[src/rtl/shift_unit_arbiter.sv]
// Two-requester round-robin front end for one shared barrel shifter, with SRL/ROL built from SLL/SRA passes.
// Define SHIFT_ARB_ROTATE_EN to implement op 11 as ROL (adds pass state P3); otherwise op 11 is reported illegal.

module barrel_shifter (
  output logic [31:0] out,
  input  logic [31:0] in,
  input  logic [4:0]  shiftamt,
  input  logic        left
);
  logic signed [31:0] sra_val;

  // Kept in its own signed net so the arithmetic shift is not demoted to logical in the mux.
  assign sra_val = $signed(in) >>> shiftamt;
  assign out     = left ? (in << shiftamt) : sra_val;
endmodule

module shift_unit_arbiter #(
  parameter bit FIXED_PRIO = 1'b0,
  parameter bit INIT_PTR   = 1'b0
) (
  input  logic        clock,
  input  logic        reset,
  input  logic        req0_valid,
  output logic        req0_ready,
  input  logic [31:0] req0_data,
  input  logic [4:0]  req0_amt,
  input  logic [1:0]  req0_op,
  input  logic        req1_valid,
  output logic        req1_ready,
  input  logic [31:0] req1_data,
  input  logic [4:0]  req1_amt,
  input  logic [1:0]  req1_op,
  output logic        resp_valid,
  input  logic        resp_ready,
  output logic [31:0] resp_data,
  output logic        resp_id,
  output logic        resp_err,
  output logic        busy
);
  localparam logic [1:0] OP_SRA = 2'b01;
  localparam logic [1:0] OP_SRL = 2'b10;
  localparam logic [1:0] OP_ROL = 2'b11;

  typedef enum logic [2:0] {
    IDLE = 3'd0,
    P1   = 3'd1,
    P2   = 3'd2,
`ifdef SHIFT_ARB_ROTATE_EN
    P3   = 3'd3,
`endif
    DONE = 3'd4
  } state_t;

  state_t      state_q, state_d;
  logic        ptr_q;
  logic [31:0] data_q, r1_q;
  logic [4:0]  amt_q, amt_comp;
  logic [1:0]  op_q;
  logic        idle, win1, accept;
  logic        zero_amt, is_srl, is_illegal, multi;
  logic [31:0] sh_in, sh_out;
  logic [4:0]  sh_amt;
  logic        sh_left;
`ifdef SHIFT_ARB_ROTATE_EN
  logic [31:0] r2_q;
  logic        is_rol;
`endif

  // Grants are gated by reset so both readies read 0 while reset is held.
  assign idle       = (state_q == IDLE) && !reset;
  assign win1       = !FIXED_PRIO && ptr_q;
  assign req0_ready = idle && req0_valid && (!req1_valid || !win1);
  assign req1_ready = idle && req1_valid && (!req0_valid || win1);
  assign accept     = req0_ready || req1_ready;
  assign resp_valid = (state_q == DONE);
  assign busy       = (state_q != IDLE);

  assign zero_amt = (amt_q == 5'd0);
  assign amt_comp = 5'd0 - amt_q;
  assign is_srl   = (op_q == OP_SRL) && !zero_amt;
`ifdef SHIFT_ARB_ROTATE_EN
  assign is_rol     = (op_q == OP_ROL) && !zero_amt;
  assign is_illegal = 1'b0;
  assign multi      = is_srl || is_rol;
`else
  assign is_illegal = (op_q == OP_ROL);
  assign multi      = is_srl;
`endif

  barrel_shifter u_shifter (
    .out      (sh_out),
    .in       (sh_in),
    .shiftamt (sh_amt),
    .left     (sh_left)
  );

  // NOTE: every output of a combinational block gets a default first, so no path leaves it unassigned and no latch is inferred.
  always_comb begin
    sh_in   = data_q;
    sh_amt  = amt_q;
    sh_left = 1'b1;
    case (state_q)
      P1: sh_left = !((op_q == OP_SRA) || is_srl);
      P2: begin
        sh_in  = 32'hFFFF_FFFF;
        sh_amt = amt_comp;
`ifdef SHIFT_ARB_ROTATE_EN
        if (is_rol) begin
          sh_in   = data_q;
          sh_left = 1'b0;
        end
`endif
      end
`ifdef SHIFT_ARB_ROTATE_EN
      P3: sh_in = 32'hFFFF_FFFF;
`endif
      default: ;
    endcase
  end

  always_comb begin
    state_d = state_q;
    case (state_q)
      IDLE: if (accept) state_d = P1;
      P1:   state_d = multi ? P2 : DONE;
`ifdef SHIFT_ARB_ROTATE_EN
      P2:   state_d = is_rol ? P3 : DONE;
      P3:   state_d = DONE;
`else
      P2:   state_d = DONE;
`endif
      DONE: if (resp_ready) state_d = IDLE;
      default: state_d = IDLE;
    endcase
  end

  // NOTE: clocked state uses non-blocking assignments so every register samples pre-edge values.
  always_ff @(posedge clock or posedge reset) begin
    if (reset) state_q <= IDLE;
    else       state_q <= state_d;
  end

  always_ff @(posedge clock or posedge reset) begin
    if (reset) begin
      ptr_q     <= INIT_PTR;
      data_q    <= '0;
      amt_q     <= '0;
      op_q      <= '0;
      r1_q      <= '0;
`ifdef SHIFT_ARB_ROTATE_EN
      r2_q      <= '0;
`endif
      resp_data <= '0;
      resp_id   <= 1'b0;
      resp_err  <= 1'b0;
    end else begin
      if (accept) begin
        data_q  <= req1_ready ? req1_data : req0_data;
        amt_q   <= req1_ready ? req1_amt  : req0_amt;
        op_q    <= req1_ready ? req1_op   : req0_op;
        resp_id <= req1_ready;
        if (!FIXED_PRIO) ptr_q <= !req1_ready;
      end
      // Multi-pass ops overwrite resp_data in their final pass before DONE.
      case (state_q)
        P1: begin
          r1_q      <= sh_out;
          resp_data <= is_illegal ? 32'd0 : sh_out;
          resp_err  <= is_illegal;
        end
        P2: begin
`ifdef SHIFT_ARB_ROTATE_EN
          r2_q      <= sh_out;
`endif
          resp_data <= r1_q & ~sh_out;
        end
`ifdef SHIFT_ARB_ROTATE_EN
        P3: resp_data <= r1_q | (r2_q & ~sh_out);
`endif
        default: ;
      endcase
    end
  end
endmodule

[config.mk]
export PLATFORM = sky130hd
export DESIGN_NAME = shift_unit_arbiter
export DESIGN_NICKNAME = d
export VERILOG_FILES = /design/src/rtl/shift_unit_arbiter.sv
export SDC_FILE = /design/constraint.sdc
export NUM_CORES = 1
export LEC_CHECK = 0
export BUFFER_PORTS_ARGS = -buffer_cell sky130_fd_sc_hd__buf_2
export CORE_AREA = 2 2 191 193
export DETAILED_ROUTE_END_ITERATION = 7
export DIE_AREA = 0 0 193 195
export HOLD_SLACK_MARGIN = 0.12
export PLACE_DENSITY = 0.5
export SETUP_SLACK_MARGIN = 0.3
export SLEW_MARGIN = 20
export SYNTH_ARGS = -nofsm -noshare
export SYNTH_HDL_FRONTEND = slang
export SYNTH_SLANG_ARGS = --single-unit
[constraint.sdc]
create_clock -name clock -period 9.4 [get_ports clock]
set_input_delay 0.94 -clock clock [delete_from_list [all_inputs] [get_ports clock]]
set_output_delay 0.94 -clock clock [all_outputs]
set_load 0.01 [all_outputs]
Word-level counts from Yosys, hierarchy flattened

Index checks and enable logic that the tools add are counted.

ROM bits: 0
Output and inout bits: 38
Memories kept: 0
Input port bits: 83
RAM bits: 0
Logic and storage cells: 57
Register bits: 109
Latch bits: 0

Muxes and demuxes: 13
Shift-type cells: 2
Eq/ne operators: 8
Bitwise operators: 2
Divide/modulo/power cells: 0
Multipliers: 0
$add $sub $neg: 1
Reduce and logical (&&, ||, !) cells: 22
Order comparisons: 0

Operators with widths:

| cell                                                                   | number |
|---|---|
| 32-bit 2-to-1 mux                                                      | 4 |
| 32-bit one-hot mux with 2 select lines                                 | 1 |
| 32-bit bitwise AND                                                     | 1 |
| 32-bit NOT                                                             | 1 |
| 32-bit by 5-bit << shifter with 32-bit output                          | 1 |
| 32-bit by 5-bit >>> shifter with 32-bit output                         | 1 |
| 3-bit one-hot mux with 4 select lines                                  | 1 |
| 5-bit 2-to-1 mux                                                       | 2 |
| 3-bit 2-to-1 mux                                                       | 3 |
| 1-bit logical NOT                                                      | 7 |
| 1-bit logical AND                                                      | 6 |
| 5-bit logical NOT                                                      | 1 |
| 1-bit by 5-bit subtractor with 5-bit output (first input constant)     | 1 |
| 2-bit equality test (second input constant)                            | 2 |
| 1-bit logical OR                                                       | 4 |
| 3-bit by 1-bit equality test with 1-bit output (second input constant) | 1 |
| 3-bit by 2-bit equality test with 1-bit output (second input constant) | 1 |
| 3-bit equality test (second input constant)                            | 1 |
| 3-bit logical NOT                                                      | 1 |
| 3-bit nonzero test                                                     | 1 |
| 2-bit by 1-bit equality test with 1-bit output (second input constant) | 1 |
| 2-bit 2-to-1 mux                                                       | 1 |
| 2-bit by 1-bit != test with 1-bit output (second input constant)       | 1 |
| 2-bit != test (second input constant)                                  | 1 |
| 3 further kinds                                                        | 3 |

Depth between registers and ports, before layout

Gate-level depths: netlist of the first run.

Depth in word-level cells: 10
Gate-level depth with buffers: 15
Depth with buffers taken out: 11

Hierarchy

Synthesis of the first run repeated with hierarchy kept, for this count alone.

Cell total of the unflattened synthesis: 998
Area, all modules: 9326.4 sq um

By module, submodules not included:

| module             | cells each | instances | seq. area each (sq um) | area an instance (sq um) |
|---|---|---|---|---|
| shift_unit_arbiter | 545        | 1         | 2727.6                 | 5590.4 |
| barrel_shifter     | 453        | 1         | 0.0                    | 3736.1 |

Worst setup path after synthesis of the first run

No wires, ideal clock.

Path type: reg2reg
Start: register amt_q[1]
End: register resp_data[2]
Setup time: 0.124 ns
Arrival: 3.316 ns
Slack: 5.960 ns
Cell stages (with the launch flop): 14
Period minus slack after synthesis: 3.440 ns
Path buffers: 3
Data required time: 9.276 ns
Cells stage by stage: dfrtp_1 -> inv_1 -> buf_1 -> buf_1 -> ha_1 -> nor3b_1 -> ha_1 -> mux2_4 -> nor4_1 -> buf_2 -> nand2_1 -> nand3_1 -> o211ai_1 -> a211o_1

Cells in the longest elaborated chain, start to end: 10
Elaborated cells between the ends (all ways): 15
Classes of those cells: 1 x add/sub; 2 x shift; 5 x mux; 2 x bitwise; 5 x reduce/logical

RTL lines:

| item                                                                                | line | RTL |
|---|---|---|
| start: declaration                                                                  | 57   | `logic [4:0] amt_q, amt_comp;` |
| start signal: assignment                                                            | 159  | `amt_q <= req1_ready ? req1_amt : req0_amt;` |
| branches (longest 6 deep; another with 1-bit by 5-bit subtractor with 5-bit output) | --   |  |
| 32-bit 2-to-1 mux (*)                                                               | 14   | `assign out = left ? (in << shiftamt) : sra_val;` |
| 32-bit NOT                                                                          | 175  | `resp_data <= r1_q & ~sh_out;` |
| 32-bit bitwise AND                                                                  | 175  |  |
| 32-bit one-hot mux with 2 select lines (*)                                          | 165  | `case (state_q)` |
| end signal: assignment                                                              | 168  | `resp_data <= is_illegal ? 32'd0 : sh_out;` |
| end signal: assignment                                                              | 175  |  |
| end: declaration                                                                    | 35   | `output logic [31:0] resp_data,` |

Mark *: on every way between the ends.
A chain may end at the register's enable or synchronous reset.

Worst setup path after layout of the first run

Start: register amt_q[1]
End: register resp_data[26]

The elaborated chain is that of the path after synthesis.

==> load_flow_metrics.sql, run 1 <==
INSERT INTO impl_metrics (metric_group, metric, value, unit) VALUES
('drt', 'drt_pre_antenna_iters', '8', ''),
('layout', 'finish.cell_count_without_fillers', '1566', ''),
('critical_path', 'worst_setup_path_start_kind', 'register', ''),
('grt', 'first_global_vias', '8488', ''),
('logic_synthesis', 'synthFlopType', 'sky130_fd_sc_hd__dfrtp_1', ''),
('logic_synthesis', 'postSynth.asyncResetShare', '100', '%'),
('placement', 'dpl.hpwl', '26.6', 'mm'),
('pwr', 'share_seq_of_total_power', '21.3', '%'),
('floorplan', 'floorplan.die.width', '193', 'um'),
('drt', 'drtAntennaViolNets', '0', ''),
('logic_synthesis', 'yosys_register_bits', '108', ''),
('sta', 'final_critical_delay_including_setup_and_external_delays', '4220', 'ps'),
('critical_path', 'crit-reg2reg-capture', 'resp_data[26]', ''),
('critical_path', 'timing.reg2reg.worst_path_depth', '12', ''),
('pwr', 'power.share.switching', '55.7', '%'),
('sta', 'portion_of_the_clock_cycle_consumed_by_the_worst_path_in_the_final_layout', '44.9', '%'),
('grt', 'global_route.overflow_total', '0', ''),
('grt', 'maximum_number_of_pins_on_one_net_before_global_route_repair', '70', ''),
('floorplan', 'floorplan.initialDensity', '24.9', '%'),
('hold_path', 'worstHoldPathCells', '2', ''),
('logic_synthesis', 'synth_cells', '1038', ''),
('critical_path', 'path_class', 'register to register', ''),
('status', 'result_of_the_run', 'finished clean', ''),
('logic_synthesis', 'synth_cell_types', '79', ''),
('layout', 'nNetsFinal', '1184', ''),
('sta', 'worst-slew-pin-transition', '1080', 'ps'),
('critical_path', 'end_kind', 'register', ''),
('clock_tree', 'cts.sink_count', '108', ''),
('floorplan', 'io_pins', '121', ''),
('floorplan', 'die-height', '195', 'um'),
('clock_tree', 'postCtsSetupBuffers', '0', ''),
('sta', 'grt_setup_unrepaired', 'false', ''),
('logic_synthesis', 'syn_area_per_cell', '8.51', 'sq um'),
('critical_path', 'critical_path_arrival', '4460', 'ps'),
('placement', 'place.port_buffers', '120', ''),
('sta', 'max_freq', '0.237', 'GHz'),
('grt', 'grt_first_pass_wirelength', '54.9', 'mm'),
('floorplan', 'core_area', '35400', 'sq um'),
('clock_tree', 'cts.htree.levels', '3', ''),
('clock_tree', 'clk_lat_worst_skew', '380', 'ps'),
('drt', 'average_wire_per_standard_cell', '23.0', 'um'),
('placement', 'gp_congestion', '0.953', ''),
('job', 'max_cap_viols', '0', ''),
('layout', 'filler_cell_count', '3869', ''),
('floorplan', 'die_area', '37600', 'sq um'),
('sta', 'slew_headroom', '27.7', '%'),
('clock_tree', 'clk_path_buf_depth', '2', ''),
('pwr', 'leakage', '4.21', 'nW'),
('drt', 'wl', '36.0', 'mm'),
('floorplan', 'row_count', '69', ''),
('pwr', 'irDropWorstVdd', '0.000132', 'V'),
('pwr', 'power-per-cell-area', '447', 'nW/um^2'),
('critical_path', 'worstPathRequired', '9630', 'ps'),
('critical_path', 'critical_path_peak_fanout', '69', ''),
('pwr', 'pwr-share-clk', '8.5', '%'),
('sta', 'tns', '0', 'ps'),
('layout', 'final_core_utilization', '28.6', '%'),
('drt', 'drt_drc_violations_left', '0', ''),
('layout', 'layout_commonest_cell', 'sky130_fd_sc_hd__nand2_1', ''),
('sta', 'hold_viol', '0', ''),
('logic_synthesis', 'synth-edff-count', '0', ''),
('drt', 'detailed_route_iter0_violations', '901', ''),
('logic_synthesis', 'ys.warnings.count', '0', ''),
('hold_path', 'hold_path_startpoint', 'resp_err', ''),
('logic_synthesis', 'synth.cell_area', '8830', 'sq um'),
('drt', 'via_per_inst', '5.69', ''),
('placement', 'post-place-cells', '1549', ''),
('hold_path', 'hold_path_end', 'resp_err', ''),
('pwr', 'internal_power', '2.01', 'mW'),
('sta', 'drv_slew', '0', ''),
('layout', 'area_growth_syn_to_layout', '14.7', '%');
==> sequential cells by signal, summed over array words and instances (netlist names) <==
name	flops
resp_err	1
data_q	32
resp_data	32
state_q	3
op_q	2
resp_id	1
r1_q	31
ptr_q	1
amt_q	5
==> per-layer routing <==
layer | part of all wire (%) | vias up | track usage [%] | wire length [um]
li1 | - | 4085 | - | -
met3 | 8.8 | 62 | 4.64 | 3160
met5 | 0 | - | 0 | 0
met2 | 43 | 410 | 27.7 | 15400
met4 | 3.2 | 0 | 6.43 | 1150
met1 | 45 | 4347 | 28.2 | 16300
==> cell families after synthesis <==
family	count (synthesis)	synth area share (%)
AND/OR/NAND/NOR	404	21.3
AO/OA/AOI/OAI	323	25.5
flip-flops	108	30.6
buffers and inverters	103	5.19
multiplexers	95	16.9
XOR/XNOR	3	0.298
adder cells (fa/ha/maj)	2	0.283
==> through the flow <==
step	setup WS [ps]	cell area [sq um]	hold slack, ps	power (mW)
after floorplan	5610	8830	449	2.97
final	5180	10100	483	4.53
after CTS	5280	10100	492	4.47
after global placement	5280	9840	462	4.07
after detailed placement	5290	9840	470	4.07
after global routing	5010	10100	507	4.81
==> worst max-delay path by stage <==
stage,endpoint,cells after the start,start
finish,resp_data[26],12,amt_q[1]
global route,resp_data[26],12,amt_q[1]
CTS,resp_data[26],12,amt_q[1]
detailed placement,resp_data[26],12,amt_q[1]
global placement,resp_data[26],12,amt_q[1]
floorplan,amt_q[0],1,reset
==> critical path, stage by stage, from the launching register on <==
cell and delay, ps:
sky130_fd_sc_hd__dfrtp_2 340, sky130_fd_sc_hd__buf_4 580, sky130_fd_sc_hd__inv_1 140, sky130_fd_sc_hd__ha_1 320
sky130_fd_sc_hd__nor3b_1 180, sky130_fd_sc_hd__ha_1 420, sky130_fd_sc_hd__mux2i_4 160, sky130_fd_sc_hd__buf_4 370
sky130_fd_sc_hd__nand3_1 470, sky130_fd_sc_hd__nor3_1 320, sky130_fd_sc_hd__a211oi_1 70, sky130_fd_sc_hd__a221oi_1 520
sky130_fd_sc_hd__o221ai_1 180
==> cells in the mapped netlist, drive strengths merged (8+ instances only) <==
library cell / number / area share, %
a211o: 8 / 0.79
a211oi: 13 / 1.1
a21oi: 44 / 2.5
a221oi: 9 / 0.89
a22oi: 50 / 4.3
a31oi: 15 / 1.1
and2: 10 / 0.71
and3: 11 / 0.78
buf: 45 / 2.7
clkbuf: 49 / 2.1
dfrtp: 108 / 31
inv: 9 / 0.38
mux2: 19 / 2.5
mux2i: 35 / 4.0
mux4: 41 / 10
nand2: 180 / 7.7
nand2b: 18 / 1.3
nand3: 41 / 2.3
nor2: 73 / 3.2
nor3: 31 / 1.9
nor3b: 8 / 0.68
o211ai: 14 / 1.2
o21ai: 78 / 4.4
o221ai: 11 / 1.1
o31ai: 10 / 0.91
or3: 8 / 0.62
==> area by class of cell <==
cell class              count  area, sq um  area share [%]
diodes                      1         2.50          0.0247
clock buffers               9          225            2.22
clock inverters             7         60.1           0.593
inverters                   9         36.3           0.358
multi-input cells         827         5740            56.7
flip-flops and latches    108         2710            26.7
well taps                 461          577            5.69
repair buffers            144          781            7.71
==> power by group through the flow <==
stage / sequential [mW] / clock [mW] / combinational [mW]
after CTS: 0.963 / 0.399 / 3.11
after global placement: 0.966 / 0 / 3.10
final: 0.966 / 0.386 / 3.18
after detailed placement: 0.971 / 0 / 3.10
after global routing: 1.00 / 0.417 / 3.39
after floorplan: 0.844 / 0 / 2.13
(Power assumes the default switching activity.)
==> run 2: changes to the inputs <==
--- a/config.mk
+++ b/config.mk
@@ -10,7 +10,7 @@
 export DETAILED_ROUTE_END_ITERATION = 7
 export DIE_AREA = 0 0 193 195
 export HOLD_SLACK_MARGIN = 0.12
-export PLACE_DENSITY = 0.5
+export PLACE_DENSITY = 0.51
 export SETUP_SLACK_MARGIN = 0.3
 export SLEW_MARGIN = 20
 export SYNTH_ARGS = -nofsm -noshare
==> constraint.sdc (replaced) <==
create_clock -name clock -period 3.5 [get_ports clock]
set_input_delay 0.35 -clock clock [delete_from_list [all_inputs] [get_ports clock]]
set_output_delay 0.35 -clock clock [all_outputs]
set_load 0.01 [all_outputs]
==> run 2 against run 1 <==
Highest routed layer unchanged; sequential share of layout area decreased by 1.2 points; register-to-register slack got worse by 4800 ps; critical path depth decreased by 4; non-clock buffer count increased by 41; maximum frequency increased by 35%; sequential cell count unchanged; die area unchanged.
==> load_flow_metrics.sql, run 2 (synthesis gave the netlist of run 1 again) <==
INSERT INTO impl_metrics (metric_group, metric, value, unit) VALUES
('status', 'result_of_the_run', 'finished clean', ''),
('sta', 'portion_of_the_clock_cycle_consumed_by_the_worst_path_in_the_final_layout', '89.5', '%'),
('grt', 'grt_first_pass_wirelength', '55.4', 'mm'),
('floorplan', 'row_count', '69', ''),
('placement', 'dpl.hpwl', '27.7', 'mm'),
('sta', 'hold_viol', '0', ''),
('pwr', 'power-per-cell-area', '1210', 'nW/um^2'),
('pwr', 'irDropWorstVdd', '0.000521', 'V'),
('grt', 'grt_antenna_before_repair', '0', ''),
('critical_path', 'critical_path_arrival', '3420', 'ps'),
('drt', 'drt_pre_antenna_iters', '6', ''),
('floorplan', 'die-height', '195', 'um'),
('drt', 'vias', '9060', ''),
('drt', 'wl', '36.4', 'mm'),
('job', 'max_cap_viols', '0', ''),
('hold_path', 'worstHoldPathCells', '3', ''),
('layout', 'reg.largest.list', 'data_q (32), resp_data (32), r1_q (31)', ''),
('critical_path', 'critical_path_peak_fanout', '87', ''),
('clock_tree', 'cts.htree.levels', '3', ''),
('layout', 'layout_commonest_cell', 'sky130_fd_sc_hd__nand2_1', ''),
('critical_path', 'path_class', 'register to register', ''),
('clock_tree', 'clk_root_buffer_cell', 'sky130_fd_sc_hd__clkbuf_16', ''),
('pwr', 'leakage', '4.47', 'nW'),
('floorplan', 'floorplan.initialDensity', '24.9', '%'),
('sta', 'tns', '0', 'ps'),
('layout', 'fraction_of_final_layout_cells_sized_beyond_drive_strength_1', '25.9', '%'),
('drt', 'via_per_inst', '5.64', ''),
('clock_tree', 'cts-buffers-inserted', '9', ''),
('sta', 'slew_headroom', '46.7', '%'),
('drt', 'drt_drc_violations_left', '0', ''),
('layout', 'diodes', '0', ''),
('critical_path', 'end_kind', 'register', ''),
('grt', 'maximum_number_of_pins_on_one_net_before_global_route_repair', '88', ''),
('floorplan', 'die_area', '37600', 'sq um'),
('sta', 'drv_slew', '0', ''),
('floorplan', 'io_pins', '121', ''),
('critical_path', 'worstPathRequired', '3790', 'ps'),
('grt', 'first_global_vias', '8531', ''),
('clock_tree', 'cts_tree', 'yes', ''),
('sta', 'report.final.setup_viol', '0', ''),
('pwr', 'fin_total_pwr', '12.8', 'mW'),
('hold_path', 'hold_path_class', 'input port to register', ''),
('clock_tree', 'cts.reportedPaths.clkPinSlew', '80', 'ps'),
('clock_tree', 'clk_path_buf_depth', '2', ''),
('clock_tree', 'clk_lat_worst_skew', '370', 'ps'),
('critical_path', 'timing.reg2reg.worst_path_depth', '8', ''),
('floorplan', 'core_area', '35400', 'sq um'),
('floorplan', 'floorplan.die.width', '193', 'um'),
('critical_path', 'worst_setup_path_start_kind', 'register', ''),
('sta', 'final_critical_delay_including_setup_and_external_delays', '3130', 'ps'),
('drt', 'detailed_route_iter0_violations', '1111', ''),
('sta', 'finClkSkew', '15.8', 'ps'),
('drt', 'drtAntennaViolNets', '0', ''),
('drt', 'average_wire_per_standard_cell', '22.7', 'um'),
('layout', 'most-common-layout-cells', 'sky130_fd_sc_hd__nand2_1, sky130_fd_sc_hd__buf_2, sky130_fd_sc_hd__dfrtp_1', ''),
('grt', 'global_route.overflow_total', '0', ''),
('clock_tree', 'cts.sink_count', '108', ''),
('placement', 'place.port_buffers', '120', ''),
('placement', 'gp_congestion', '0.989', ''),
('layout', 'nNetsFinal', '1225', ''),
('sta', 'grt_setup_unrepaired', 'true', ''),
('sta', 'worst-slew-pin-transition', '791', 'ps'),
('sta', 'max_freq', '0.319', 'GHz'),
('grt', 'global_route.usage.total', '19.4', '%'),
('layout', 'area_growth_syn_to_layout', '20.1', '%');
## run 2: cell count changes in the layout (fill, tap and decap cells not counted), moves of 2 or more
cell,delta
sky130_fd_sc_hd__mux2i_2,+2
sky130_fd_sc_hd__nor3b_2,+2
sky130_fd_sc_hd__o21ai_1,+3
sky130_fd_sc_hd__clkinvlp_4,-2
sky130_fd_sc_hd__buf_12,+7
sky130_fd_sc_hd__o21ai_0,-2
sky130_fd_sc_hd__nor3b_1,-2
sky130_fd_sc_hd__buf_4,+33
## run 2: timing repair
action	4_1_cts	5_1_grt
hold buffers	1	0
pin swaps	1	2
endpoints found under the setup margin	3	42
cloned	0	0
resized for setup	0	15
hold endpoints to repair	9	0
setup buffers	0	3
## run 2: path summary, 6_finish.rpt
path / slack, ps / to / start
max reg2reg: 370 / resp_data[20] / amt_q[0]
max: 370 / resp_data[20] / amt_q[0]
min: 190 / data_q[30] / req1_data[30]
min in group asynchronous: 640 / data_q[30] / reset
min reg2reg: 480 / resp_err / resp_err
max in group asynchronous: 1950 / r1_q[8] / reset
## run 2: layout make-up
| type | count | area (sq um) |
|---|---|---|
| clock buffers | 10 | 239 |
| repair buffers | 185 | 1180 |
| multi-input cells | 827 | 5790 |
| clock inverters | 6 | 78.8 |
| flip-flops and latches | 108 | 2710 |
| well taps | 461 | 577 |
| inverters | 9 | 36.3 |
| fillers | 3818 | 24800 |
## run 2: power breakdown
part,leakage (nW),switching (mW),internal (mW)
clock,0.157,0.520,0.591
sequential,1.36,0.688,1.79
combinational,2.96,5.69,3.53
total,4.47,6.90,5.92
## run 2: critical path: stages, from the launching register on
cell and delay (ps):
sky130_fd_sc_hd__dfrtp_4 500, sky130_fd_sc_hd__buf_12 240, sky130_fd_sc_hd__or3_1 540, sky130_fd_sc_hd__xnor2_1 160
sky130_fd_sc_hd__o21ai_0 630, sky130_fd_sc_hd__o22ai_1 340, sky130_fd_sc_hd__o21ai_0 300, sky130_fd_sc_hd__o31ai_1 150
sky130_fd_sc_hd__o221ai_1 190
## run 2: metrics by stage
step | utilization (%) | area, sq um | setup slack, ps | hold slack (ps) | instances
2_1_floorplan | - | 8840 | 304 | 449 | 1038
3_3_place_gp | 28.8 | 10200 | 253 | 461 | 1586
3_5_place_dp | 28.8 | 10200 | 255 | 470 | 1586
4_1_cts | 29.7 | 10500 | 287 | 178 | 1603
5_1_grt | 30.0 | 10600 | 294 | 197 | 1606
6_report | 30.0 | 10600 | 369 | 190 | 1606
## run 2: per-layer routing
layer / up-vias / global-route usage, % / routed length, um
met5: - / 0 / 0
met4: 0 / 4.32 / 582
met3: 41 / 4.42 / 3040
met2: 423 / 28.2 / 15800
met1: 4453 / 28.9 / 17000
li1: 4143 / - / -
==> run 3: changes to the inputs <==
--- a/config.mk
+++ b/config.mk
@@ -9,9 +9,9 @@
 export CORE_AREA = 2 2 191 193
 export DETAILED_ROUTE_END_ITERATION = 7
 export DIE_AREA = 0 0 193 195
-export HOLD_SLACK_MARGIN = 0.12
 export PLACE_DENSITY = 0.51
-export SETUP_SLACK_MARGIN = 0.3
+export SETUP_SLACK_MARGIN = 0.4
+export SKIP_CTS_REPAIR_TIMING = 1
 export SLEW_MARGIN = 20
 export SYNTH_ARGS = -nofsm -noshare
 export SYNTH_HDL_FRONTEND = slang
==> run 3 against run 2 <==
Via count up 0.91%; largest cell class unchanged; highest routed layer is now met5; global-route usage up 0.55 points; first-iteration DRC count down 5.3%; sequential power up 2%.
==> load_flow_metrics.sql, run 3 (synthesis gave the netlist of run 1 again) <==
INSERT INTO impl_metrics (metric_group, metric, value, unit) VALUES
('critical_path', 'worst_setup_path_start_kind', 'register', ''),
('sta', 'max_freq', '0.325', 'GHz'),
('job', 'max_cap_viols', '0', ''),
('sta', 'finClkSkew', '9.59', 'ps'),
('clock_tree', 'cts.reportedPaths.clkPinSlew', '80', 'ps'),
('critical_path', 'critical_path_arrival', '3380', 'ps'),
('sta', 'hold_viol', '0', ''),
('pwr', 'power-per-cell-area', '1230', 'nW/um^2'),
('floorplan', 'die_area', '37600', 'sq um'),
('critical_path', 'critical_path_peak_fanout', '29', ''),
('layout', 'reg.largest.list', 'data_q (32), resp_data (32), r1_q (31)', ''),
('layout', 'area_growth_syn_to_layout', '22.1', '%'),
('layout', 'most-common-layout-cells', 'sky130_fd_sc_hd__nand2_1, sky130_fd_sc_hd__buf_2, sky130_fd_sc_hd__dfrtp_1', ''),
('grt', 'global_route.overflow_total', '0', ''),
('clock_tree', 'clk_lat_worst_skew', '370', 'ps'),
('placement', 'dpl.hpwl', '28.0', 'mm'),
('floorplan', 'row_count', '69', ''),
('layout', 'finish.cell_count_without_fillers', '1618', ''),
('layout', 'filler_cell_count', '3833', ''),
('clock_tree', 'clk_root_buffer_cell', 'sky130_fd_sc_hd__clkbuf_16', ''),
('critical_path', 'worstPathRequired', '3810', 'ps'),
('layout', 'fraction_of_final_layout_cells_sized_beyond_drive_strength_1', '27.6', '%'),
('critical_path', 'end_kind', 'register', ''),
('floorplan', 'floorplan.initialDensity', '24.9', '%'),
('grt', 'grt_antenna_before_repair', '1', ''),
('sta', 'portion_of_the_clock_cycle_consumed_by_the_worst_path_in_the_final_layout', '87.9', '%'),
('grt', 'grt_first_pass_wirelength', '56.4', 'mm'),
('floorplan', 'io_pins', '121', ''),
('grt', 'global_route.usage.total', '19.9', '%'),
('sta', 'timing.final.ws_setup', '424', 'ps'),
('drt', 'average_wire_per_standard_cell', '23.4', 'um'),
('layout', 'stdcell_area', '10800', 'sq um'),
('hold_path', 'hold_path_class', 'input port to async pin', ''),
('drt', 'drt_pre_antenna_iters', '6', ''),
('clock_tree', 'cts.htree.levels', '3', ''),
('grt', 'maximum_number_of_pins_on_one_net_before_global_route_repair', '88', ''),
('floorplan', 'die-height', '195', 'um'),
('layout', 'final_core_utilization', '30.5', '%'),
('layout', 'layout_commonest_cell', 'sky130_fd_sc_hd__nand2_1', ''),
('pwr', 'fin_total_pwr', '13.2', 'mW'),
('critical_path', 'timing.reg2reg.worst_path_depth', '9', ''),
('sta', 'drv_slew', '0', ''),
('clock_tree', 'clk_path_buf_depth', '2', ''),
('critical_path', 'worst_setup_path_startpoint', 'state_q[0]', ''),
('sta', 'fin_hold_ws', '140', 'ps'),
('drt', 'via_per_inst', '5.65', ''),
('floorplan', 'floorplan.die.width', '193', 'um'),
('pwr', 'irDropWorstVdd', '0.000399', 'V'),
('drt', 'drt_drc_violations_left', '0', ''),
('clock_tree', 'cts-buffers-inserted', '9', ''),
('sta', 'report.final.setup_viol', '0', ''),
('placement', 'pre_cts_ws', '228', 'ps'),
('drt', 'wl', '37.9', 'mm'),
('placement', 'place.port_buffers', '120', ''),
('placement', 'post-place-cells', '1591', ''),
('drt', 'detailed_route_iter0_violations', '1052', ''),
('sta', 'worst-slew-pin-transition', '923', 'ps'),
('sta', 'grt_setup_unrepaired', 'true', ''),
('drt', 'vias', '9142', ''),
('layout', 'diodes', '0', ''),
('pwr', 'leakage', '4.54', 'nW'),
('floorplan', 'core_area', '35400', 'sq um'),
('grt', 'first_global_vias', '8630', ''),
('sta', 'slew_headroom', '38.4', '%'),
('placement', 'gp_congestion', '0.975', ''),
('placement', 'post_dp_cell_area', '10200', 'sq um'),
('sta', 'tns', '0', 'ps'),
('layout', 'nNetsFinal', '1237', ''),
('drt', 'drtAntennaViolNets', '0', ''),
('critical_path', 'path_class', 'register to register', ''),
('clock_tree', 'cts.sink_count', '108', ''),
('clock_tree', 'cts_tree', 'yes', ''),
('status', 'result_of_the_run', 'finished clean', ''),
('critical_path', 'worst_reg2reg_path_startpoint', 'state_q[0]', ''),
('sta', 'final_critical_delay_including_setup_and_external_delays', '3080', 'ps');
==> run 3: cell types whose count changed in the layout (fill, tap and decap cells not counted), moves of 3 or more <==
| cell | previous run | this run |
|---|---|---|
| sky130_fd_sc_hd__buf_4 | 57 | 64 |
| sky130_fd_sc_hd__a221oi_1 | 9 | 6 |
| sky130_fd_sc_hd__a221oi_2 | 0 | 3 |
| sky130_fd_sc_hd__clkinvlp_4 | 0 | 3 |
==> run 3: power breakdown <==
group | internal (mW) | switching [mW] | total (mW) | leakage (nW)
combinational | 3.75 | 5.91 | 9.65 | 3.04
sequential | 1.79 | 0.727 | 2.52 | 1.36
clock | 0.516 | 0.528 | 1.04 | 0.138
total | 6.06 | 7.16 | 13.2 | 4.54
==> run 3: per-layer routing <==
layer / global-route usage (%) / up-vias / part of all wire [%]
met5: 0 / - / 0.024
met4: 4.85 / 2 / 2.0
li1: - / 4171 / -
met3: 4.92 / 53 / 8.5
met2: 28.5 / 431 / 43
met1: 29.8 / 4485 / 46
==> run 3: worst paths after layout <==
kind	end	slack, ps
worst max-delay path	r1_q[10]	420
worst min-delay path	ptr_q	140
worst max register to register	r1_q[10]	420
worst min register to register	resp_id	480
max in group asynchronous	r1_q[23]	2510
min in group clock	data_q[30]	180
==> run 3: area by class of cell <==
class | count | area, sq um | area share [%]
Multi-Input combinational cell | 828 | 5870 | 54.4
Sequential cell | 108 | 2710 | 25.1
Timing Repair Buffer | 196 | 1300 | 12.1
Tap cell | 461 | 577 | 5.35
Clock buffer | 10 | 239 | 2.22
Clock inverter | 6 | 57.6 | 0.534
Inverter | 9 | 37.5 | 0.348
==> run 3: worst max-delay path: stages (launching register included) <==
cell and delay (ps):
sky130_fd_sc_hd__dfrtp_1 510, sky130_fd_sc_hd__or3b_4 560, sky130_fd_sc_hd__buf_4 280, sky130_fd_sc_hd__o2111a_1 200, sky130_fd_sc_hd__a311oi_2 400, sky130_fd_sc_hd__o31ai_1 210
sky130_fd_sc_hd__a221oi_1 490, sky130_fd_sc_hd__buf_4 190, sky130_fd_sc_hd__nor3_1 40, sky130_fd_sc_hd__nor2_1 110
